<file path="src/rtl/tsn_sched_pkg.sv">
// Shared types and helpers for the TSN ingress read scheduler.
package tsn_sched_pkg;

   typedef enum logic {
      IDLE = 1'b0,
      XFER = 1'b1
   } state_t;

   localparam int PRIO_RUN_W = 8;

   // Ceiling log2, used to size queue-index fields.
   function automatic int log2(input int n);
      int r;
      r = 0;
      while ((1 << r) < n) begin
         r++;
      end
      return r;
   endfunction

endpackage

</file>
<file path="src/rtl/tsn_input_scheduler_if.sv">
// Scheduler-to-datapath bundle: FIFO status in, pop strobes and mux select out.
interface tsn_input_scheduler_if #(
   parameter int NQ = 7,
   parameter int QW = tsn_sched_pkg::log2(NQ)
);
   logic [NQ-1:0] empty;
   logic [NQ-1:0] head_tlast;
   logic          m_axis_tready;
   logic [NQ-1:0] prio_mask;
   logic [NQ-1:0] port_en;
   logic [NQ-1:0] rd_en;
   logic [QW-1:0] cur_queue;
   logic          m_axis_tvalid;
   logic          m_axis_tlast;
   logic          pkt_fwd;

   modport master (
      input  empty, head_tlast, m_axis_tready, prio_mask, port_en,
      output rd_en, cur_queue, m_axis_tvalid, m_axis_tlast, pkt_fwd
   );

   modport slave (
      output empty, head_tlast, m_axis_tready, prio_mask, port_en,
      input  rd_en, cur_queue, m_axis_tvalid, m_axis_tlast, pkt_fwd
   );
endinterface

</file>
<file path="src/rtl/rr_pick.sv">
// Round-robin picker: first requester strictly after ptr, wrapping NQ-1 -> 0.
module rr_pick
   import tsn_sched_pkg::*;
#(
   parameter int NQ = 7,
   parameter int QW = log2(NQ)
) (
   input  logic [NQ-1:0] req,
   input  logic [QW-1:0] ptr,
   output logic [QW-1:0] gnt_idx,
   output logic          any
);

   logic [QW-1:0] scan_idx;

   always_comb begin
      scan_idx = ptr;
      gnt_idx  = '0;
      any      = 1'b0;
      for (int i = 0; i < NQ; i++) begin
         scan_idx = (scan_idx == QW'(NQ - 1)) ? '0 : scan_idx + 1'b1;
         if (!any && req[scan_idx]) begin
            any     = 1'b1;
            gnt_idx = scan_idx;
         end
      end
   end

endmodule

</file>
<file path="src/rtl/tsn_input_scheduler.sv">
// Packet-granular read scheduler: two round-robin classes with a starvation guard
// that forces one best-effort packet after MAX_PRIO_BURST bypassing priority packets.
module tsn_input_scheduler
   import tsn_sched_pkg::*;
#(
   parameter int NUM_QUEUES     = 7,
   parameter int MAX_PRIO_BURST = 4,
   parameter int QW             = log2(NUM_QUEUES)
) (
   input logic                   axis_aclk,
   input logic                   axis_reset,
   tsn_input_scheduler_if.master sif
);

   localparam int NQ = NUM_QUEUES;
   localparam logic [PRIO_RUN_W-1:0] BURST_MAX = PRIO_RUN_W'(MAX_PRIO_BURST);
   localparam int CLS_HP = 0;
   localparam int CLS_BE = 1;

   state_t                  state_reg, state_next;
   logic [QW-1:0]           cur_queue_reg, cur_queue_next;
   logic [QW-1:0]           hp_ptr_reg, hp_ptr_next;
   logic [QW-1:0]           be_ptr_reg, be_ptr_next;
   logic [PRIO_RUN_W-1:0]   prio_run_reg, prio_run_next;
   logic                    pkt_fwd_reg, pkt_fwd_next;

   logic [NQ-1:0]           elig;
   logic [1:0][NQ-1:0]      cls_req;
   logic [1:0][QW-1:0]      cls_ptr;
   logic [1:0][QW-1:0]      cls_idx;
   logic [1:0]              cls_any;
   logic                    beat;

   // Masks are only consumed in IDLE, so mid-packet changes wait for the next grant.
   assign elig            = ~sif.empty & sif.port_en;
   assign cls_req[CLS_HP] = elig & sif.prio_mask;
   assign cls_req[CLS_BE] = elig & ~sif.prio_mask;
   assign cls_ptr[CLS_HP] = hp_ptr_reg;
   assign cls_ptr[CLS_BE] = be_ptr_reg;

   for (genvar gi = 0; gi < 2; gi++) begin : g_pick
      rr_pick #(.NQ(NQ), .QW(QW)) u_pick (
         .req     (cls_req[gi]),
         .ptr     (cls_ptr[gi]),
         .gnt_idx (cls_idx[gi]),
         .any     (cls_any[gi])
      );
   end

   assign sif.m_axis_tvalid = (state_reg == XFER) && !sif.empty[cur_queue_reg];
   assign sif.m_axis_tlast  = sif.m_axis_tvalid && sif.head_tlast[cur_queue_reg];
   assign sif.cur_queue     = cur_queue_reg;
   assign sif.pkt_fwd       = pkt_fwd_reg;
   assign beat              = sif.m_axis_tvalid && sif.m_axis_tready;

   always_comb begin
      state_next     = state_reg;
      cur_queue_next = cur_queue_reg;
      hp_ptr_next    = hp_ptr_reg;
      be_ptr_next    = be_ptr_reg;
      prio_run_next  = prio_run_reg;
      pkt_fwd_next   = 1'b0;
      sif.rd_en      = '0;
      case (state_reg)
         IDLE: begin
            if (cls_any[CLS_HP] && (!cls_any[CLS_BE] || prio_run_reg < BURST_MAX)) begin
               state_next     = XFER;
               cur_queue_next = cls_idx[CLS_HP];
               hp_ptr_next    = cls_idx[CLS_HP];
               pkt_fwd_next   = 1'b1;
               // Only count priority packets that actually bypassed waiting best-effort work.
               if (cls_any[CLS_BE] && prio_run_reg < BURST_MAX) begin
                  prio_run_next = prio_run_reg + 1'b1;
               end
            end else if (cls_any[CLS_BE]) begin
               state_next     = XFER;
               cur_queue_next = cls_idx[CLS_BE];
               be_ptr_next    = cls_idx[CLS_BE];
               pkt_fwd_next   = 1'b1;
               prio_run_next  = '0;
            end
         end
         XFER: begin
            if (beat) begin
               sif.rd_en[cur_queue_reg] = 1'b1;
               if (sif.head_tlast[cur_queue_reg]) begin
                  state_next = IDLE;
               end
            end
         end
         default: state_next = IDLE;
      endcase
   end

   always_ff @(posedge axis_aclk or posedge axis_reset) begin
      if (axis_reset) begin
         state_reg     <= IDLE;
         cur_queue_reg <= '0;
         hp_ptr_reg    <= QW'(NQ - 1);
         be_ptr_reg    <= QW'(NQ - 1);
         prio_run_reg  <= '0;
         pkt_fwd_reg   <= 1'b0;
      end else begin
         state_reg     <= state_next;
         cur_queue_reg <= cur_queue_next;
         hp_ptr_reg    <= hp_ptr_next;
         be_ptr_reg    <= be_ptr_next;
         prio_run_reg  <= prio_run_next;
         pkt_fwd_reg   <= pkt_fwd_next;
      end
   end

endmodule

</file>
<file path="src/flat_wrapper.sv">
// flat-port wrapper written by rule: the top's interface ports become plain ports
module tsn_input_scheduler_flat import tsn_sched_pkg::*;
#(
   parameter int NUM_QUEUES     = 7,
   parameter int MAX_PRIO_BURST = 4,
   parameter int QW             = log2(NUM_QUEUES)
)
  (axis_aclk, axis_reset, sif_empty, sif_head_tlast, sif_m_axis_tready, sif_prio_mask, sif_port_en, sif_rd_en, sif_cur_queue, sif_m_axis_tvalid, sif_m_axis_tlast, sif_pkt_fwd);
  tsn_input_scheduler_if #(.NQ((7)), .QW(QW)) sif_i ();
  input logic axis_aclk;
  input logic axis_reset;
  input wire logic [$bits(sif_i.empty)-1:0] sif_empty;
  input wire logic [$bits(sif_i.head_tlast)-1:0] sif_head_tlast;
  input wire logic [$bits(sif_i.m_axis_tready)-1:0] sif_m_axis_tready;
  input wire logic [$bits(sif_i.prio_mask)-1:0] sif_prio_mask;
  input wire logic [$bits(sif_i.port_en)-1:0] sif_port_en;
  output wire logic [$bits(sif_i.rd_en)-1:0] sif_rd_en;
  output wire logic [$bits(sif_i.cur_queue)-1:0] sif_cur_queue;
  output wire logic [$bits(sif_i.m_axis_tvalid)-1:0] sif_m_axis_tvalid;
  output wire logic [$bits(sif_i.m_axis_tlast)-1:0] sif_m_axis_tlast;
  output wire logic [$bits(sif_i.pkt_fwd)-1:0] sif_pkt_fwd;
  assign sif_i.empty = sif_empty;
  assign sif_i.head_tlast = sif_head_tlast;
  assign sif_i.m_axis_tready = sif_m_axis_tready;
  assign sif_i.prio_mask = sif_prio_mask;
  assign sif_i.port_en = sif_port_en;
  assign sif_rd_en = sif_i.rd_en;
  assign sif_cur_queue = sif_i.cur_queue;
  assign sif_m_axis_tvalid = sif_i.m_axis_tvalid;
  assign sif_m_axis_tlast = sif_i.m_axis_tlast;
  assign sif_pkt_fwd = sif_i.pkt_fwd;
  tsn_input_scheduler #(.NUM_QUEUES(NUM_QUEUES), .MAX_PRIO_BURST(MAX_PRIO_BURST), .QW(QW)) u_core (.axis_aclk(axis_aclk), .axis_reset(axis_reset), .sif(sif_i));
endmodule
</file>
<file path="config.mk">
export PLATFORM = sky130hd
export DESIGN_NAME = tsn_input_scheduler_flat
export DESIGN_NICKNAME = d
export VERILOG_FILES = /design/src/rtl/tsn_sched_pkg.sv /design/src/rtl/tsn_input_scheduler_if.sv /design/src/rtl/rr_pick.sv /design/src/rtl/tsn_input_scheduler.sv /design/src/flat_wrapper.sv
export SDC_FILE = /design/constraint.sdc
export NUM_CORES = 1
export LEC_CHECK = 0
export CORE_ASPECT_RATIO = 1.75
export CORE_MARGIN = 1
export CORE_UTILIZATION = 46
export DETAILED_ROUTE_END_ITERATION = 10
export PLACE_DENSITY = 0.74
export SYNTH_ARGS = -nofsm -noshare
export SYNTH_HDL_FRONTEND = slang
export SYNTH_SLANG_ARGS = --single-unit
</file>
<file path="constraint.sdc">
create_clock -name axis_aclk -period 7.9 [get_ports axis_aclk]
set_clock_uncertainty 0.2 [all_clocks]
set_input_delay 1.975 -clock axis_aclk [delete_from_list [all_inputs] [get_ports axis_aclk]]
set_output_delay 1.975 -clock axis_aclk [all_outputs]
set_load 0.02 [all_outputs]
</file>
==> results.txt, run 1 <==
The run finished with clean final reports. The via count of the first global-routing pass is 3381. For this run the aggregate overflow at the end of global routing stands at 0. The number of nets with antenna violations after detailed routing came out at 0.

The leakage component of the power is 1.26 nW. In this run the count of I/O pins placed on the die edge is 44. The post-synthesis instance area is ~3000 µm². Across every metal layer, demand over resource in global routing totals 0.319. Of the cells placed in the final design, the portion with a size suffix greater than 1 is 0.0894. Setup repair after global routing left no endpoint under its margin. For this run, the top clock speed supported by timing is 0.147 GHz.

The clock buffer count from CTS came out at 3. The Yosys step of the flow raised 0 warnings. In this run the tightest slew margin relative to its limit is 0.341. The switching share of power came out at 0.574. The power density normalized to cell area came out at roughly 440 nW/µm².

The synthesis-to-finish area growth is 14.5%. The cell with the most instances on the worst path is sky130_fd_sc_hd__clkdlybuf4s50_1. The area occupied by multi-input gates is roughly 2400 µm².

The final sum of negative setup slack came out at 0 ns. The register with the most flip-flops in the layout has 8 of them. The number of H-tree levels is 1.

The slowest cell on the critical path is sky130_fd_sc_hd__clkdlybuf4s50_1. The count of buffers added on input and output ports is 43. The aggregate routed wire length came out at roughly 11 mm.

The path with the worst hold slack has its endpoint at u_core.prio_run_reg[7]. The startpoint identified for the worst register-to-register timing path is u_core.hp_ptr_reg[0]. The worst hold path begins at u_core.prio_run_reg[7].

The number of buffers inserted for hold repair after clock tree synthesis is 0. The worst-case register-to-register setup slack came out at 3.34 ns. The worst setup timing slack at the placement stage came out at 1.11 ns.

The main combinational cell family by area after synthesis is simple AND/OR/NAND/NOR gates. The count of filler cells inserted in the layout came out at 635. The part of the power in the clock network came out at 0.043.

The adder-cell area share of the yosys netlist is 0.00414. Traced cell by cell, the critical path runs through clkdlybuf4s50_1 > mux4_2 > o21ai_0 > and2_1 > nand2_1 > or2_2 > nor3_1 > clkdlybuf4s50_1. Leaving out fill and tap cells, the most frequent cells in the layout are sky130_fd_sc_hd__nor2_1, sky130_fd_sc_hd__clkdlybuf4s50_1, sky130_fd_sc_hd__nand2_1, sky130_fd_sc_hd__a21oi_1, sky130_fd_sc_hd__o21ai_0. Among all flip-flop cells after synthesis, the most frequent one is sky130_fd_sc_hd__dfrtp_1. The most critical setup path has its startpoint at sif_empty[0]. The buffer and inverter count on the worst path is 2.

The number of max-slew violations in the final report was 0. The worst flop-to-flop path endpoint is u_core.sif.cur_queue[0]. Routability-driven placement finished with a final weighted congestion of ~1.

Setup violations remaining at the end of the flow were counted as 0. Of the total power, registers draw 0.194. The number of setup buffers added after CTS is 0. The delay of the slowest cell on the worst path came out at between 0.6 and 0.7 ns. The post-synth net total is 437. The first global-routing pass estimated roughly 17 mm of wire. The parity-gate share of the synthesized area counting xor and xnor cells is 0.

In the finished design, the share of the clock period the worst path needs comes to 0.862. After synthesis, the netlist uses between 80 and 90 different library cells. The internal portion of the total power is 0.651 mW. The minimum period implied by the final worst setup slack is 6.81 ns. The total placed cells including tap cells came out at 501. The initial core utilization is 0.481.

The total vias in the final route is between 3000 and 4000. The depth of the worst hold-timing path came out at 2. The largest fanout of any net on the critical path is 6.

The core box area is approximately 6300 µm². The die outline area is just under 7000 µm². The worst path arrival time came out at ~4.6 ns.

The number of design rule violations left after detail routing is 0. Entering global routing, the biggest net connects 34 pins. The flop and latch count out of synthesis came out at 19. The simple-gate portion of the synthesized area is 0.364. The maximum number of buffers from clock root to sink came out at 2. The actual slew at the worst max-slew pin came out at 0.964 ns. The TritonCTS clock tree is done. The HPWL after detailed placement came out at between 8 and 9 mm. The synthesized instance count is roughly 400.

The horizontal extent of the die is around 63 µm. Gates resized during post-CTS repair numbered 0. The finished layout holds just over 500 standard cells, fillers aside. The library cell used most frequently in the layout, excluding fill and tap cells, is sky130_fd_sc_hd__nor2_1. The multiplexer fraction of the synthesized cell area is 0.0559. The final layout contains 458 nets. The switching power summed over all nets is 0.878 mW. The worst-skew pair later-pin latency is ~0.25 ns. The sum of internal, switching and leakage power came out at between 1.5 and 2 mW.

STA classifies the critical path endpoint as an output pin. The antenna diode instance count came out at 0. The first-pass iteration count of the detailed router came out at 6. The share of total power dissipated in combinational logic is 0.763. The async set-or-reset flop fraction in the synthesized netlist is 1.00.

The tree is rooted in a sky130_fd_sc_hd__clkbuf_8. The share of the Yosys chip area taken by registers is 0.159. Grouping stages by cell kind, the critical path spends the most delay in buffers and inverters. IR analysis of the VDD net gives a maximum drop of 0.264 mV. The average footprint of a synthesized cell is 7.45 µm².

The worst setup path category is in2out. The worst setup path is launched from an input port. The via count normalized by instance count came out at between 7 and 8. The number of endpoints with negative hold slack in the final report was 0. The initial antenna violation count came to 0. After the first detailed-routing iteration, the DRC count stood at 555. The worst reg-to-reg path cell count came out at 9. The register cell area after layout is approximately 480 µm². The clock drives 19 sinks. In this run the core area contains 38 standard-cell rows. The class of the most critical hold timing path is reg2reg.

The number of max-cap violations is 0. In this run the vertical extent of the chip is ~110 µm. After clock tree synthesis, the clock-pin slew on the worst setup and hold paths is approximately 0.070 ns. The complex-gate fraction of the synthesized area is 0.358. In the post-route analysis, the smallest setup slack over all paths is 1.09 ns. Dividing the detail-routed wire length by the instance count gives between 20 and 25 µm. Measured on the finished design, the core utilization comes to 0.551. The number of synthesized flops with an enable pin is 0. The worst path required time came out at approximately 5.7 ns.
worst min-delay path: stages, from the launching register on:
cell and delay, ns:
sky130_fd_sc_hd__dfrtp_1 0.34, sky130_fd_sc_hd__a31oi_1 0.04, sky130_fd_sc_hd__nor2_1 0.08
power by group through the flow:
stage                     Clock [mW]  Combinational [mW]  Sequential, mW
final                         0.0659                1.17           0.297
after floorplan                    0               0.964           0.176
after CTS                     0.0670                1.14           0.287
after detailed placement           0                1.13           0.290
after global placement             0                1.12           0.288
after global routing          0.0706                1.26           0.304
through the flow:
step / hold WS [ns] / cell area (µm²)
after global placement: 0.288 / 3410
after global routing: 0.336 / 3460
after floorplan: 0.264 / 3020
after CTS: 0.306 / 3460
final: 0.305 / 3460
after detailed placement: 0.289 / 3410
cell type report:
cell class | count | share of cell area
inverter | 10 | 0.0109
sequential | 19 | 0.139
tap | 80 | 0.0290
clock buffer | 3 | 0.0119
multi-input combinational | 349 | 0.683
clock inverter | 1 | 0.00145
timing repair buffer | 43 | 0.125
cells by family (layout without fill, tap and decap cells):
family | Yosys count | count (layout)
mux | 13 | 13
compound gates | 146 | 146
simple gates | 189 | 189
buf+inv | 37 | 57
flops | 19 | 19
fa+ha+maj | 1 | 1
metal layers:
layer	wire length, µm	track usage	up-vias	part of all wire
met5	0	0	-	0
met4	717	0.188	0	0.066
met3	702	0.0262	59	0.064
met2	5690	0.602	223	0.52
met1	3830	0.338	1659	0.35
li1	-	-	1626	-
how the worst max path moves through the flow:
| stage | slack, ns | endpoint | depth (start not counted) |
|---|---|---|---|
| 3_3_place_gp | 1.14 | sif_rd_en[0] | 8 |
| 3_5_place_dp | 1.11 | sif_rd_en[0] | 8 |
| 5_1_grt | 1.01 | sif_rd_en[0] | 8 |
| 2_1_floorplan | 2.04 | sif_rd_en[0] | 6 |
| 4_1_cts | 1.11 | sif_rd_en[0] | 8 |
| 6_report | 1.09 | sif_rd_en[0] | 8 |
Yosys cell counts (8+ instances only):
| cell type | count | area, µm² |
|---|---|---|
| sky130_fd_sc_hd__a211oi_1 | 9 | 67.6 |
| sky130_fd_sc_hd__a21oi_1 | 25 | 125 |
| sky130_fd_sc_hd__buf_2 | 12 | 60.1 |
| sky130_fd_sc_hd__dfrtp_1 | 15 | 375 |
| sky130_fd_sc_hd__inv_1 | 9 | 33.8 |
| sky130_fd_sc_hd__mux2i_1 | 9 | 90.1 |
| sky130_fd_sc_hd__nand2_1 | 27 | 101 |
| sky130_fd_sc_hd__nand2b_1 | 9 | 56.3 |
| sky130_fd_sc_hd__nand3_1 | 11 | 55.1 |
| sky130_fd_sc_hd__nand3b_1 | 9 | 67.6 |
| sky130_fd_sc_hd__nor2_1 | 55 | 206 |
| sky130_fd_sc_hd__nor2b_1 | 9 | 56.3 |
| sky130_fd_sc_hd__nor3_1 | 9 | 45.0 |
| sky130_fd_sc_hd__nor3b_1 | 8 | 60.1 |
| sky130_fd_sc_hd__o21ai_0 | 24 | 120 |
(Power assumes the default switching activity.)
==> run 2: changes to the inputs <==
--- a/config.mk
+++ b/config.mk
@@ -10,6 +10,7 @@
 export CORE_UTILIZATION = 46
 export DETAILED_ROUTE_END_ITERATION = 10
 export PLACE_DENSITY = 0.74
+export SETUP_SLACK_MARGIN = 0.1
 export SYNTH_ARGS = -nofsm -noshare
 export SYNTH_HDL_FRONTEND = slang
 export SYNTH_SLANG_ARGS = --single-unit
==> results of run 2 <==
Final layout, timing and power as in run 1 (identical DEF).
==> run 3: changes to the inputs <==
--- a/config.mk
+++ b/config.mk
@@ -10,7 +10,6 @@
 export CORE_UTILIZATION = 46
 export DETAILED_ROUTE_END_ITERATION = 10
 export PLACE_DENSITY = 0.74
-export SETUP_SLACK_MARGIN = 0.1
 export SYNTH_ARGS = -nofsm -noshare
 export SYNTH_HDL_FRONTEND = slang
 export SYNTH_SLANG_ARGS = --single-unit
==> results of run 3 <==
Final layout, timing and power as in run 1 (identical DEF).
